`src/rtl/mult_prod_accum.sv`:
```
// Accumulates a frame of unsigned products from an upstream multiplier and
// presents the frame sum, sticky overflow and saturating beat count downstream.
module mult_prod_accum #(
  parameter int unsigned PROD_W = 8,
  parameter int unsigned ACC_W  = 16,
  parameter int unsigned CNT_W  = 8
) (
  input  logic              clk,
  input  logic              rst,
  input  logic              in_valid,
  output logic              in_ready,
  input  logic [PROD_W-1:0] in_product,
  input  logic              in_last,
  input  logic              flush,
  output logic              out_valid,
  input  logic              out_ready,
  output logic [ACC_W-1:0]  out_sum,
  output logic              out_ovf,
  output logic [CNT_W-1:0]  out_cnt
);

  localparam int unsigned SUM_W = ACC_W + 1;
  localparam logic [CNT_W-1:0] CNT_MAX = '1;

  typedef enum logic [1:0] {
    S_IDLE = 2'd0,
    S_ACC  = 2'd1,
    S_HOLD = 2'd2
  } state_e;

  state_e             state_q, state_d;
  logic [ACC_W-1:0]   acc_q, acc_d;
  logic               ovf_q, ovf_d;
  logic [CNT_W-1:0]   cnt_q, cnt_d;
  logic [ACC_W-1:0]   out_sum_q, out_sum_d;
  logic               out_ovf_q, out_ovf_d;
  logic [CNT_W-1:0]   out_cnt_q, out_cnt_d;
  logic               out_valid_q;

  logic               accept;
  logic [SUM_W-1:0]   sum_ext;
  logic               ovf_upd;
  logic [CNT_W-1:0]   cnt_upd;

  // Ready is combinational so a held result and a new beat can swap without a bubble
  assign in_ready = (state_q != S_HOLD) || out_ready;
  assign accept   = in_valid && in_ready && !flush;

  assign sum_ext  = {1'b0, acc_q} + SUM_W'(in_product);
  assign ovf_upd  = ovf_q | sum_ext[ACC_W];
  assign cnt_upd  = (cnt_q == CNT_MAX) ? CNT_MAX : cnt_q + CNT_W'(1);

  always_comb begin
    state_d   = state_q;
    acc_d     = acc_q;
    ovf_d     = ovf_q;
    cnt_d     = cnt_q;
    out_sum_d = out_sum_q;
    out_ovf_d = out_ovf_q;
    out_cnt_d = out_cnt_q;

    if (flush) begin
      // A held result survives flush; it is only released by out_ready
      acc_d = '0;
      ovf_d = 1'b0;
      cnt_d = '0;
      if (state_q == S_HOLD) begin
        state_d = out_ready ? S_IDLE : S_HOLD;
      end else begin
        state_d = S_IDLE;
      end
    end else if (accept) begin
      if (in_last) begin
        out_sum_d = sum_ext[ACC_W-1:0];
        out_ovf_d = ovf_upd;
        out_cnt_d = cnt_upd;
        acc_d     = '0;
        ovf_d     = 1'b0;
        cnt_d     = '0;
        state_d   = S_HOLD;
      end else begin
        acc_d   = sum_ext[ACC_W-1:0];
        ovf_d   = ovf_upd;
        cnt_d   = cnt_upd;
        state_d = S_ACC;
      end
    end else if ((state_q == S_HOLD) && out_ready) begin
      state_d = S_IDLE;
    end
  end

  always_ff @(posedge clk) begin
    if (rst) begin
      state_q     <= S_IDLE;
      acc_q       <= '0;
      ovf_q       <= 1'b0;
      cnt_q       <= '0;
      out_sum_q   <= '0;
      out_ovf_q   <= 1'b0;
      out_cnt_q   <= '0;
      out_valid_q <= 1'b0;
    end else begin
      state_q     <= state_d;
      acc_q       <= acc_d;
      ovf_q       <= ovf_d;
      cnt_q       <= cnt_d;
      out_sum_q   <= out_sum_d;
      out_ovf_q   <= out_ovf_d;
      out_cnt_q   <= out_cnt_d;
      out_valid_q <= (state_d == S_HOLD);
    end
  end

  assign out_valid = out_valid_q;
  assign out_sum   = out_sum_q;
  assign out_ovf   = out_ovf_q;
  assign out_cnt   = out_cnt_q;

endmodule

```
`config.mk`:
```
export PLATFORM = sky130hd
export DESIGN_NAME = mult_prod_accum
export DESIGN_NICKNAME = d
export VERILOG_FILES = /design/src/rtl/mult_prod_accum.sv
export SDC_FILE = /design/constraint.sdc
export NUM_CORES = 1
export LEC_CHECK = 0
export ABC_AREA = 1
export CAP_MARGIN = 20
export CORE_MARGIN = 10
export CORE_UTILIZATION = 49
export DETAILED_ROUTE_END_ITERATION = 7
export PLACE_DENSITY = 0.73
export REMOVE_ABC_BUFFERS = 1
export SLEW_MARGIN = 20
export SYNTH_ARGS = -nofsm -noshare
export SYNTH_HDL_FRONTEND = slang
export SYNTH_SLANG_ARGS = --single-unit
```
`constraint.sdc`:
```
create_clock -name clk -period 2 [get_ports clk]
set_clock_uncertainty 0.1 [all_clocks]
set_input_delay 0.4 -clock clk [delete_from_list [all_inputs] [get_ports clk]]
set_output_delay 0.4 -clock clk [all_outputs]
set_load 0.05 [all_outputs]
```
==> impl_metrics.toml, run 1 <==
[power_and_ir_drop]
p_sw_mw = 0.614
ir_drop_mv = 0.497
clkPwrFrac_pct = 33.9
p_per_area_mw_per_mm2 = 611
power_frac_seq_pct = 49.7
comb_power_share_pct = 16.4
p_int_mw = 1.60
switching_share_pct = 27.7
power.leakage_nw = 1.71

[sta]
setup_slack_ns = 0.0603
finalCritPeriodShare_pct = 97.0
grt_setup_unrepaired = "yes"
max_freq_mhz = 516
tns_ns = 0
slew_violations = 0
hold_viol = 0
period_needed_ns = 1.94
worst_pin_slew_ns = 0.522
finalSetupViolations = 0
worst_slew_margin_rel_pct = 65.2

[final_layout]
stdcell_area_mm2 = 0.00363
most-common-layout-cells = "nand2_1 (120), dfxtp_1 (52), inv_1 (50)"
fill_cells = 524
nets = 492
drive_above_1_share_pct = 18.6
antenna_cells = 0
area_delta_synth_final_pct = 28.4
layout_commonest_cell = "nand2_1"

[routing]
first_pass_iters = 6
ant_nets = 0
vias_per_cell = 5.02
initialDrtViolationCount = 125
wirelength_um = 6950
wire_per_inst_um = 12.8
drc = 0
vias = 2718

[worst_setup_path]
max_stage_delay_ns = 0.80
crit_slowest_cell = "clkdlybuf4s50_1"
r2r_setup_slack_ns = 0.15
r2r_cells = 11
cp.arrival_ns = 1.44
crit_type = "flop to primary output"
critPathCaptureType = "primary output"
critPathTopFamily = "buffers and inverters"
rr_endpoint = "out_sum[6]"
cp.depth = 1
cp_max_fo = 1
cp-endpoint = "out_valid"
crit_start = "out_valid"
crit_chain = "clkdlybuf4s50_1"
timing.critical_path.buf_inv = 1
required_ns = 1.50
critPathLaunchType = "flop"
reg2reg_from = "acc_q[0]"

[floorplanning]
die-area_mm2 = 0.00920
die_height_um = 95.9
ios = 41
rows = 27
fp.dieW_um = 95.9
start_util_pct = 51.0
fp.coreArea_mm2 = 0.00554

[global_route]
antenna_found_initial = 0
grt_remaining_overflow = 0
grt_pass1_wl_um = 11600
grt_pass1_vias = 2611
grt_max_degree = 27
grt_use_total_pct = 15.5

[yosys]
yosysTopAreaCell = "dfxtp_1"
ys_types = 33
ys_ff_latch = 53
ys_warn_count = 0
syn_avg_cell_area_um2 = 6.90
netlist_area_mm2 = 0.00282
seq_area_frac_synth_pct = 37.6
synth_flop_cell = "dfxtp_1"
synthCells = 409
async_flop_share_pct = 0
ys_top_cells_by_area = "dfxtp_1 (38%), nand2_1 (17%), inv_1 (6.6%)"
synth_edf_count = 0
yosysTopAreaCellShare_pct = 37.6

[clock_network]
cts_tree = "done"
cts_buffers = 5
clkLatencyLatePin_ns = 0.32
htree_num_levels = 2
clock_path_buffers = 2
cts-root-buf = "clkbuf_8"
cts_setup_buffers = 0
ctsHoldBuffers = 0
cts.sinks = 53
clkTransAtPathRegs_ns = 0.10

[placement]
dpl.hpwl_um = 5050
postPlaceCellArea_mm2 = 0.00341
pre_cts_ws_ns = -0.454
place_congestion = 0.853
io_buffers = 40

[outcome]
run_status = "completed"

[run]
maxCapViolations = 0

[hold_path]
hp-start = "acc_q[5]"
min_path_type = "flop to flop"
[registers in the layout (all words and copies together), names as in the netlist]
signal / flops
out_ovf: 1
cnt_q: 8
state_q: 2
acc_q: 16
ovf_q: 1
out_valid: 1
out_sum: 16
out_cnt: 8
[metrics by stage]
| step | instances | power [mW] | util, % | hold WS [ns] |
|---|---|---|---|---|
| after CTS | 541 | 2.23 | 63.9 | 0.379 |
| after floorplan | 395 | 1.33 | - | 0.349 |
| after detailed placement | 533 | 1.48 | 61.6 | 0.366 |
| after global placement | 533 | 1.47 | 61.6 | 0.357 |
| after global routing | 541 | 2.30 | 65.4 | 0.402 |
| final | 541 | 2.21 | 65.4 | 0.376 |
[worst min-delay path: cells and delay by family, from the launching register on]
family             cells  cell delay [ns]
and+or+nand+nor        1             0.06
DFF                    1             0.32
AOI/OAI and AO/OA      1             0.05
[synthesized netlist by cell type (4+ instances only)]
cell / n
a21oi_1: 30
a31oi_1: 6
buf_2: 4
clkbuf_1: 4
dfxtp_1: 53
ha_1: 9
inv_1: 50
nand2_1: 125
nand3_1: 29
nand3b_1: 5
nor2_1: 30
o21a_1: 7
o21ai_0: 17
o21ai_1: 6
xor2_1: 8
[power by group through the flow]
stage | clock [mW] | combinational (mW) | sequential [mW]
2_1_floorplan | 0 | 0.117 | 1.21
3_3_place_gp | 0 | 0.350 | 1.12
3_5_place_dp | 0 | 0.353 | 1.12
4_1_cts | 0.772 | 0.356 | 1.10
5_1_grt | 0.807 | 0.393 | 1.10
6_report | 0.750 | 0.364 | 1.10
[metal layers]
| layer | vias to the layer above | part of all wire [%] | global-route usage, % |
|---|---|---|---|
| met4 | 0 | 2.5 | 5.90 |
| met1 | 1214 | 45 | 17.9 |
| met5 | - | 0 | 0 |
| met2 | 67 | 48 | 27.4 |
| li1 | 1422 | - | - |
| met3 | 15 | 5.0 | 3.35 |
[area by class of cell]
cell class / instances / area (µm²) / share of cell area, %
Clock buffer: 5 / 68.8 / 1.90
Clock inverter: 3 / 43.8 / 1.21
Inverter: 50 / 188 / 5.18
Multi-Input combinational cell: 292 / 1590 / 43.8
Sequential cell: 53 / 1060 / 29.3
Tap cell: 72 / 90.1 / 2.48
Timing Repair Buffer: 66 / 586 / 16.1
[timing repair]
action | in CTS | in global routing
pin swaps | 1 | 7
resized for setup | 4 | 21
endpoints found under the setup margin | 12 | 25
endpoints found under the hold margin | 0 | 0
[worst min path at each step]
stage / to / slack [ns] / depth (start not counted)
after detailed placement: acc_q[5] / 0.37 / 2
after global placement: acc_q[4] / 0.36 / 2
after floorplan: acc_q[0] / 0.35 / 2
final: acc_q[5] / 0.38 / 2
after global routing: acc_q[5] / 0.40 / 2
after CTS: acc_q[5] / 0.38 / 2
[kinds of logic (layout without fill, tap and decap cells)]
kind of cell / Yosys count / in the layout / synth area share [%]
XOR/XNOR: 8 / 8 / 2.48
adder cells (fa/ha/maj): 10 / 10 / 4.70
AND/OR/NAND/NOR: 202 / 202 / 31.4
flip-flops: 53 / 53 / 37.6
AO/OA/AOI/OAI: 72 / 72 / 14.2
buffers and inverters: 64 / 124 / 9.61
(Power assumes the default switching activity.)
==> run 2, diff against run 1 <==
--- a/config.mk
+++ b/config.mk
@@ -8,9 +8,10 @@
 export ABC_AREA = 1
 export CAP_MARGIN = 20
 export CORE_MARGIN = 10
-export CORE_UTILIZATION = 49
+export CORE_UTILIZATION = 54
 export DETAILED_ROUTE_END_ITERATION = 7
-export PLACE_DENSITY = 0.73
+export GPL_TIMING_DRIVEN = 0
+export PLACE_DENSITY = 0.76
 export REMOVE_ABC_BUFFERS = 1
 export SLEW_MARGIN = 20
 export SYNTH_ARGS = -nofsm -noshare
==> constraint.sdc (replaced) <==
create_clock -name clk -period 2.13 [get_ports clk]
set_clock_uncertainty 0.1 [all_clocks]
set_input_delay 0.426 -clock clk [delete_from_list [all_inputs] [get_ports clk]]
set_output_delay 0.426 -clock clk [all_outputs]
set_load 0.05 [all_outputs]
==> impl_metrics.toml, run 2 (same netlist as run 1, synthesis figures left out) <==
[power_and_ir_drop]
finalPower_mw = 2.04
p_per_area_mw_per_mm2 = 580
power.leakage_nw = 1.54
ir_drop_mv = 0.484

[global_route]
grt_pass1_wl_um = 12300
grt_max_degree = 27
grt_pass1_vias = 2619
antenna_found_initial = 0
grt_use_total_pct = 17.4
grt_remaining_overflow = 0

[sta]
worst_pin_slew_ns = 0.953
worst_slew_margin_rel_pct = 36.4
slew_violations = 0
hold_viol = 0
max_freq_mhz = 471
period_needed_ns = 2.12
grt_setup_unrepaired = "yes"
finalSetupViolations = 0
finalCritPeriodShare_pct = 99.6

[floorplanning]
fp.coreArea_mm2 = 0.00507
rows = 26
fp.dieW_um = 92.3
die-area_mm2 = 0.00852
ios = 41
start_util_pct = 55.6
die_height_um = 92.3

[routing]
wire_per_inst_um = 14.5
drc = 0
wirelength_um = 7560
vias = 2760
initialDrtViolationCount = 170
first_pass_iters = 5
ant_nets = 0
vias_per_cell = 5.28

[clock_network]
clkLatencyLatePin_ns = 0.30
cts-root-buf = "clkbuf_8"
htree_num_levels = 2
ctsHoldBuffers = 0
cts_buffers = 5
cts.sinks = 53
cts_tree = "done"
clock_path_buffers = 2
clkTransAtPathRegs_ns = 0.09

[outcome]
run_status = "completed"

[worst_setup_path]
cp.arrival_ns = 2.28
reg2reg_from = "acc_q[0]"
critPathLaunchType = "primary input"
r2r_setup_slack_ns = 0.20
critPathCaptureType = "flop"
r2r_cells = 11
rr_endpoint = "out_sum[8]"
cp_max_fo = 3
required_ns = 2.29
crit_type = "primary input to flop"

[final_layout]
final_util_pct = 69.1
most-common-layout-cells = "nand2_1 (119), dfxtp_1 (53), inv_1 (49)"
nets = 477
drive_above_1_share_pct = 9.71
area_delta_synth_final_pct = 24.2
antenna_cells = 0
layout_commonest_cell = "nand2_1"
stdcell_area_mm2 = 0.00351

[hold_path]
min_path_type = "flop to flop"
hold_depth = 2
hp-start = "acc_q[4]"
holdPathEnd = "acc_q[4]"

[placement]
dpl.hpwl_um = 4560
io_buffers = 40
postPlaceCellArea_mm2 = 0.00323
place_congestion = 0.882

[run]
maxCapViolations = 0
-- run 2: worst max path at each step --
stage / start / endpoint / slack [ns]
finish: in_product[0] / out_sum[8] / 0.008
floorplan: out_ready / out_valid / -0.07
global route: in_product[0] / out_sum[8] / -0.08
detailed placement: out_ready / out_valid / -1.20
CTS: in_product[0] / out_sum[6] / 0.02
global placement: out_ready / out_valid / -1.16
-- run 2: area by class of cell --
type	instances	area, µm²
sequential	53	1060
multi-input combinational	296	1600
inverter	50	191
fill	452	1570
tap	70	87.6
clock buffer	5	68.8
timing repair buffer	47	467
clock inverter	2	35.0
-- run 2: per-layer routing --
layer / track usage, % / routed length [µm] / part of all wire, %
met4: 5.66 / 161 / 2.1
met3: 5.49 / 471 / 6.2
met2: 30.5 / 3780 / 50
met1: 19.7 / 3150 / 42
met5: 0 / 0 / 0
-- run 2: power breakdown --
group / switching (mW) / internal (mW)
combinational: 0.216 / 0.118
sequential: 0.0143 / 1.02
clock: 0.327 / 0.342
total: 0.557 / 1.48
-- run 2: timing repair --
item	4_1_cts	5_1_grt
pin swaps	2	4
hold endpoints to repair	0	0
setup buffers	1	6
gates cloned	4	0
setup endpoints to repair	46	30
gates resized for setup	7	17
-- run 2: worst max-delay path, cell delays in order --
cell	delay (ns)
clkdlybuf4s50_1	0.41
ha_2	0.19
fa_2	0.36
nand2_1	0.08
nand2_1	0.07
and2_2	0.22
nand2_2	0.08
nand2_2	0.08
nand2_1	0.08
nand2_1	0.08
a21o_1	0.17
inv_1	0.05
-- run 2: stage by stage --
stage	TNS (ns)	hold slack, ns	setup slack (ns)	cells
final	0	0.377	0.00751	523
after global routing	-0.295	0.399	-0.0773	523
after CTS	0	0.376	0.0156	517
after detailed placement	-31.62	0.361	-1.20	505
after global placement	-30.15	0.356	-1.16	505
after floorplan	-0.248	0.349	-0.0747	395
